`config.mk`:
```
export PLATFORM = sky130hd
export DESIGN_NAME = ldpc_shift_sched
export DESIGN_NICKNAME = d
export VERILOG_FILES = /design/src/rtl/ldpc_shift_sched.sv
export SDC_FILE = /design/constraint.sdc
export NUM_CORES = 1
export LEC_CHECK = 0
export CAP_MARGIN = 0
export CELL_PAD_IN_SITES_DETAIL_PLACEMENT = 0
export CELL_PAD_IN_SITES_GLOBAL_PLACEMENT = 1
export CORE_MARGIN = 10
export CORE_UTILIZATION = 47
export DETAILED_ROUTE_END_ITERATION = 8
export PLACE_DENSITY = 0.76
export SLEW_MARGIN = 5
export SYNTH_ARGS = -nofsm -noshare
export SYNTH_HDL_FRONTEND = slang
export SYNTH_SLANG_ARGS = --single-unit
```
`constraint.sdc`:
```
create_clock -name clk -period 2.7 [get_ports clk]
set_clock_uncertainty 0.05 [all_clocks]
set_input_delay 0.675 -clock clk [delete_from_list [all_inputs] [get_ports clk]]
set_output_delay 0.675 -clock clk [all_outputs]
set_load 0.05 [all_outputs]
```
`src/rtl/ldpc_shift_sched.sv`:
```
// Layered LDPC shift scheduler: walks the LAYERS x D shift table per iteration and feeds the cyclic shifter.
// Optional build macro SKIP_NULL_EN: null (all-ones) entries are stepped over instead of issued.
module ldpc_shift_sched #(
  parameter int DATA_W   = 8,
  parameter int D        = 5,
  parameter int LAYERS   = 4,
  parameter int MAX_ITER = 10,
  parameter int AW       = 5
) (
  input  logic              clk,
  input  logic              rst_n,
  input  logic              cfg_we,
  input  logic [AW-1:0]     cfg_addr,
  input  logic [DATA_W-1:0] cfg_data,
  output logic              cfg_err,
  input  logic              start,
  input  logic              abort,
  output logic              busy,
  output logic              done,
  output logic              converged,
  output logic [7:0]        iter_cnt,
  output logic [DATA_W-1:0] shift_out,
  output logic              shift_valid,
  input  logic              shift_ready,
  output logic [AW-1:0]     layer_idx,
  output logic [AW-1:0]     col_idx,
  output logic              layer_last,
  input  logic              syn_valid,
  input  logic              syn_ok
);

  localparam int N = LAYERS * D;
  localparam logic [DATA_W-1:0] NULLV = '1;

  typedef enum logic [1:0] {IDLE, RUN, WAIT_SYN, FIN} state_t;
  typedef struct packed {
    logic [AW-1:0] idx;
    logic [AW-1:0] ly;
    logic [AW-1:0] cl;
  } pos_t;

  state_t            state;
  logic [DATA_W-1:0] tbl [N];
  logic [AW-1:0]     cur;
  logic [N-1:0]      use_e;
  pos_t              p0, pn, ld;
  logic              p0_found, pn_found, load_en;
  logic              addr_ok, data_bad, last_iter;

  assign addr_ok   = {1'b0, cfg_addr} < (AW+1)'(N);
  assign data_bad  = (cfg_data != NULLV) && ((cfg_data >> 2) >= DATA_W'(D));
  assign last_iter = iter_cnt == 8'(MAX_ITER - 1);

  always_comb begin
    for (int i = 0; i < N; i++) begin
`ifdef SKIP_NULL_EN
      use_e[i] = tbl[i] != NULLV;
`else
      use_e[i] = 1'b1;
`endif
    end
  end

  // Priority search from the top down: the last hit is the lowest usable index.
  always_comb begin
    p0_found = 1'b0;
    pn_found = 1'b0;
    p0       = '0;
    pn       = '0;
    for (int i = N - 1; i >= 0; i--) begin
      if (use_e[i]) begin
        p0_found = 1'b1;
        p0       = '{AW'(i), AW'(i / D), AW'(i % D)};
        if (i > int'(cur)) begin
          pn_found = 1'b1;
          pn       = '{AW'(i), AW'(i / D), AW'(i % D)};
        end
      end
    end
  end

  always_comb begin
    ld      = (state == RUN) ? pn : p0;
    load_en = 1'b0;
    case (state)
      IDLE:     load_en = start && p0_found;
      RUN:      load_en = !abort && shift_ready && pn_found;
      WAIT_SYN: load_en = !abort && syn_valid && !syn_ok && !last_iter && p0_found;
      default:  load_en = 1'b0;
    endcase
  end

  always_ff @(posedge clk or negedge rst_n) begin
    if (!rst_n) begin
      for (int i = 0; i < N; i++) tbl[i] <= NULLV;
    end else if (state == IDLE && cfg_we && !start && addr_ok) begin
      tbl[cfg_addr] <= data_bad ? NULLV : cfg_data;
    end
  end

  always_ff @(posedge clk or negedge rst_n) begin
    if (!rst_n) begin
      state       <= IDLE;
      cur         <= '0;
      cfg_err     <= 1'b0;
      busy        <= 1'b0;
      done        <= 1'b0;
      converged   <= 1'b0;
      iter_cnt    <= '0;
      shift_out   <= '0;
      shift_valid <= 1'b0;
      layer_idx   <= '0;
      col_idx     <= '0;
      layer_last  <= 1'b0;
    end else begin
      done <= 1'b0;
      if (cfg_we && (state != IDLE || start || !addr_ok || data_bad)) cfg_err <= 1'b1;
      case (state)
        IDLE: if (start) begin
          cfg_err   <= cfg_we;
          converged <= 1'b0;
          iter_cnt  <= '0;
          busy      <= 1'b1;
          layer_idx <= '0;
          col_idx   <= '0;
          state     <= p0_found ? RUN : WAIT_SYN;
        end
        RUN: if (abort) begin
          state       <= FIN;
          done        <= 1'b1;
          busy        <= 1'b0;
          converged   <= 1'b0;
          shift_valid <= 1'b0;
        end else if (shift_ready && !pn_found) begin
          state       <= WAIT_SYN;
          shift_valid <= 1'b0;
        end
        WAIT_SYN: if (abort || (syn_valid && (syn_ok || last_iter))) begin
          state     <= FIN;
          done      <= 1'b1;
          busy      <= 1'b0;
          converged <= !abort && syn_ok;
        end else if (syn_valid) begin
          iter_cnt  <= iter_cnt + 8'd1;
          layer_idx <= '0;
          col_idx   <= '0;
          if (p0_found) state <= RUN;
        end
        default: state <= IDLE;
      endcase
      // Loads the next issued entry; overrides the column/layer clears above.
      if (load_en) begin
        cur         <= ld.idx;
        shift_out   <= tbl[ld.idx];
        layer_idx   <= ld.ly;
        col_idx     <= ld.cl;
        layer_last  <= ld.cl == AW'(D - 1);
        shift_valid <= 1'b1;
      end
    end
  end

endmodule

```
# Yosys cells after proc, flatten, opt, wreduce, memory -nomap -nowiden
# Index checks and enable logic that the tools add are counted.
# totals
register_bits	199
latchBits	0
mem_bits_rw	0
romBits	0
n_memories	0
# op_classes
add_sub_neg	1
multipliers	0
div_mod_pow	0
magnitude_cmp	24
eq_ne	15
n_shift	0
n_mux	80
n_bitwise	2
reduce_logical	37
# ops
cell	count
$mux 15	20
$bwmux 160	1
$mux 8	7
$bmux 8 s5	1
$demux 8 s5	1
$gt 4x5->1 const A	8
$mux 1	33
$mux 5	5
$gt 3x5->1 const A	4
$gt 5x5->1 const A	4
$pmux 8 s2	1
$logic_and 1x1->1	14
$ge 6x6->1 const B	2
$ne 3x3->1 const B	4
$not 5->6	2
$reduce_and 4->1	3
$gt 2x5->1 const A	2
$mux 2	5
$ne 2x2->1 const B	5
$pmux 5 s2	1
$pmux 1 s3	3
$reduce_bool 3->1	3
$add 8x1->8 const B	1
$eq 8x4->1 const B	1
17 further kinds	28

# Longest topological paths before layout
# depth
word_depth	26
mapped_depth	11
mapped_depth_nobuf	8

# Worst setup path before layout
# No wires, ideal clock.
# synth_path
path_type	register to register
from	register iter_cnt[1]
to	register iter_cnt[7]
setup_ns	0.078
arrival_ns	2.256
t_required_ns	2.572
slack_ns	0.316
path_stages_with_launch	8
n_path_buf	0
synth_period_minus_slack_ns	2.384
cell_sequence	dfrtp_1 > inv_1 > ha_1 > a41o_1 > a21oi_2 > o21ai_2 > or4_1 > a21oi_1
# synth_via
elab_chain_cells	6
word_cells_on_any_way	10
cone_classes	1 x add/sub; 2 x eq/ne; 3 x mux; 4 x reduce/logical
# synth_lines
item	line_no	source
start, declared	21	output logic [7:0] iter_cnt,
start signal, assigned	144	iter_cnt <= iter_cnt + 8'd1;
branches (longest 6 deep; another with $add 8x1->8)	n/a	
# Several ways; the timed one is not identified. The select of a mux whose other input is x is not followed.
# A chain may end at the register's enable or synchronous reset.

# Worst setup path in the final report
# layout_path
from	register state[1]
to	register shift_out[4]
# layout_via
elab_chain_cells	6
word_cells_on_any_way	9
cone_classes	2 x eq/ne; 5 x mux; 1 x bitwise; 1 x reduce/logical
# layout_lines
item	line_no	source
start, declared	42	state_t state;
start signal, assigned	126	state <= p0_found ? RUN : WAIT_SYN;
$eq 2x1->1	83, 85	
$mux 15	83	ld = (state == RUN) ? pn : p0;
$not 5->6 (implied by the code)	154	shift_out <= tbl[ld.idx];
$bmux 8 s5	154	
$mux 8 (implied by the code) (2 in series)	154	
end signal, assigned	154	
end, declared	22	output logic [DATA_W-1:0] shift_out,
# Parallel ways exist; a longest one is shown, timed or not. The select of a mux whose other input is x is not followed.

==> flow_summary.json <==
{
  "outcome": "finished clean",
  "crit_required_ns": 2.96,
  "critPathTopFamily": "compound AO/OA/AOI/OAI gates",
  "cp-end-kind": "flop",
  "maxCapViolCount": 0,
  "timing.final.crit_share": 0.946,
  "layout.nets": 1092,
  "yosys_most_used_dff": "dfstp_2",
  "cts.htree.levels": 4,
  "reg2reg_depth": 11,
  "hold_buffers": 0,
  "cp.arrival_ns": 2.81,
  "worst_r2r_endpoint": "shift_out[4]",
  "cts_made_buffers": 17,
  "pre_cts_slack_ns": -0.133,
  "critical_path_buf_inv_count": 4,
  "syn_to_final_growth_pct": 21.7,
  "grt_pass1_vias": 7546,
  "dr.pass1.iters": 5,
  "crit_path_start": "state[1]",
  "ys_ff_latch": 194,
  "instances_no_fill": 1342,
  "yosys.area.top_type_share": 0.445,
  "worst_pin_slew_ns": 0.601,
  "drive_gt1_frac": 0.316,
  "clkTransAtPathRegs_ns": 0.07,
  "synth.cell_area_sq_mm": 0.00944,
  "seq_area_frac_synth": 0.536,
  "cp-start-kind": "flop",
  "cpMostUsedCell": "buf_4",
  "diodes": 0,
  "port_buffers": 47,
  "grt_pass1_wl_um": 42000,
  "async_reset_ff_frac": 1.00,
  "die_y_um": 162,
  "power.leakage_uw": 0.00446,
  "yosysTopAreaCell": "dfstp_2",
  "fin_crit_ns": 2.55,
  "maxSlewViolCount": 0,
  "drt_iter0_drc": 443,
  "netlist_top_cells_area": "dfstp_2 45%, dfrtp_1 9.0%, a21oi_1 7.1%",
  "irDropWorstVdd_mv": 0.494,
  "critPathKind": "flop to flop",
  "synth_cell_types": 63,
  "clock_sinks": 194,
  "gp_congestion": 0.875,
  "synth-edff-count": 0,
  "fmax_mhz": 392,
  "finalWorstSetupSlack_ns": 0.147,
  "worstPathMaxFanout": 8,
  "fill_cells": 1754,
  "reg2reg_slack_ns": 0.15,
  "syn_inst": 952,
  "viasPerCell": 5.65,
  "cpMaxStageDelayCell": "dfrtp_1",
  "grt_start_max_net_pins": 60,
  "dp_hpwl_um": 19100,
  "cts_tree": "built",
  "routed_wl_um": 26500,
  "overflow": 0,
  "timing.rr.start": "state[1]",
  "hold_viol_final": 0,
  "io_pins": 53,
  "placedCellCount": 1308,
  "post-route-util": 0.587,
  "cts-root-buf": "clkbuf_16",
  "holdCritPathClass": "input pin to async pin",
  "wl_per_cell_um": 19.7,
  "cp_cell_sequence": "inv_1 > ha_1 > a21boi_1 > nand2_2 > buf_4 > a22oi_1 > a211oi_2 > buf_4 > a2111oi_2 > buf_4 > a21oi_1",
  "initial_core_util": 0.482,
  "ant_nets": 0,
  "syn_avg_cell_area_sq_um": 9.91,
  "die_w_um": 162,
  "yosys-top-cells-count": "160 x dfstp_2, 150 x nor2_1, 133 x a21oi_1, 61 x o21a_1, 45 x o21ai_0",
  "cpPeakStageDelay_ns": 0.39,
  "yosysMostFrequentCell": "dfstp_2",
  "dieArea_sq_mm": 0.0262,
  "core_area_sq_mm": 0.0196,
  "drc": 0,
  "setup_violations": 0,
  "yosysWarnings": 0,
  "antenna_found_initial": 0,
  "clk_path_buf_depth": 2,
  "clock_latency_ns": 0.44,
  "grt_usage": 0.203,
  "route.vias.total": 7576,
  "relSlewSlack": 0.599,
  "row_count": 51,
  "power_density_mw_per_mm2": 915
}
==> cells in the final DEF (no fill, tap or decap), types with 7 or more instances in the layout <==
cell and count:
dfstp_2 160, nor2_1 149, a21oi_1 132, buf_4 108
o21a_1 61, clkdlybuf4s50_1 46, nand2_1 44, o21ai_0 44
mux2i_1 36, dfrtp_1 32, nand3_1 27, clkbuf_16 17
a221oi_1 16, o2111ai_1 14, o211ai_1 10, o22ai_1 10
mux2_2 10, inv_1 9, a22oi_1 8, buf_12 8
nor3_1 7, and3_1 7, o2bb2ai_1 7
==> layer usage <==
metal	GRT usage	vias up	wire (um)
li1	-	3646	-
met1	0.271	3733	12300
met3	0.0382	33	1180
met2	0.328	164	12500
met5	0	-	0
met4	0.0608	0	468
==> stage by stage <==
step	hold WS (ns)	total power [uW]	cell area [sq um]	setup TNS, ns
finish	0.174	10500	11500	0
floorplan	0.329	6550	9450	0
global placement	0.411	7980	10900	-1.94
CTS	0.177	10500	11400	0
detailed placement	0.414	8020	10900	-3.17
global route	0.199	11100	11500	-0.0621
==> worst register-to-register path: cells and delay by family, from the launching register on <==
kind	cells	cell delay, ns
AO/OA/AOI/OAI	5	1.03
buffers and inverters	4	0.60
flip-flops	1	0.39
adder cells (fa/ha/maj)	1	0.21
AND/OR/NAND/NOR	1	0.16
==> area by class of cell <==
class                   instances  area [sq um]  area share
flip-flops and latches        194          5060       0.440
clock buffers                  17           425      0.0370
multi-input cells             678          4060       0.353
clock inverters                14           123      0.0107
well taps                     265           332      0.0289
repair buffers                164          1460       0.127
inverters                      10          37.5     0.00327
==> state kept, by name, indices dropped and copies added, names as in the netlist, 2 cells and up <==
register	count
state	2
tbl	160
shift_out	8
col_idx	3
cur	5
layer_idx	2
iter_cnt	8
==> worst max-delay path by stage <==
| stage | to | cells past startpoint |
|---|---|---|
| finish | shift_out[4] | 11 |
| global route | shift_out[2] | 11 |
| CTS | shift_out[5] | 9 |
| detailed placement | tbl[120] | 10 |
| global placement | tbl[155] | 10 |
| floorplan | iter_cnt[7] | 7 |
==> report_power, final <==
part	internal, uW	total, uW	switching, uW	leakage, uW
sequential	3800	4200	404	0.00209
combinational	1600	3900	2300	0.00211
clock	1210	2410	1200	0.000263
==> repair_timing <==
action	in CTS	in global routing
endpoints found under the setup margin	3	6
setup buffers	0	3
pin swaps	0	2
gates cloned	0	0
resized for setup	4	10
==> cells by family (layout without fill, tap and decap cells) <==
logic type / count (synthesis) / count (layout) / share of synthesized area
AND/OR/NAND/NOR: 272 / 272 / 0.127
buffers and inverters: 84 / 205 / 0.0406
multiplexers: 46 / 46 / 0.0501
adder cells (fa/ha/maj): 6 / 6 / 0.00795
flip-flops: 194 / 194 / 0.536
AO/OA/AOI/OAI: 342 / 342 / 0.232
other: 1 / 5 / 0.000397
XOR/XNOR: 7 / 7 / 0.00650
Power figures use the tool's default switching activity.
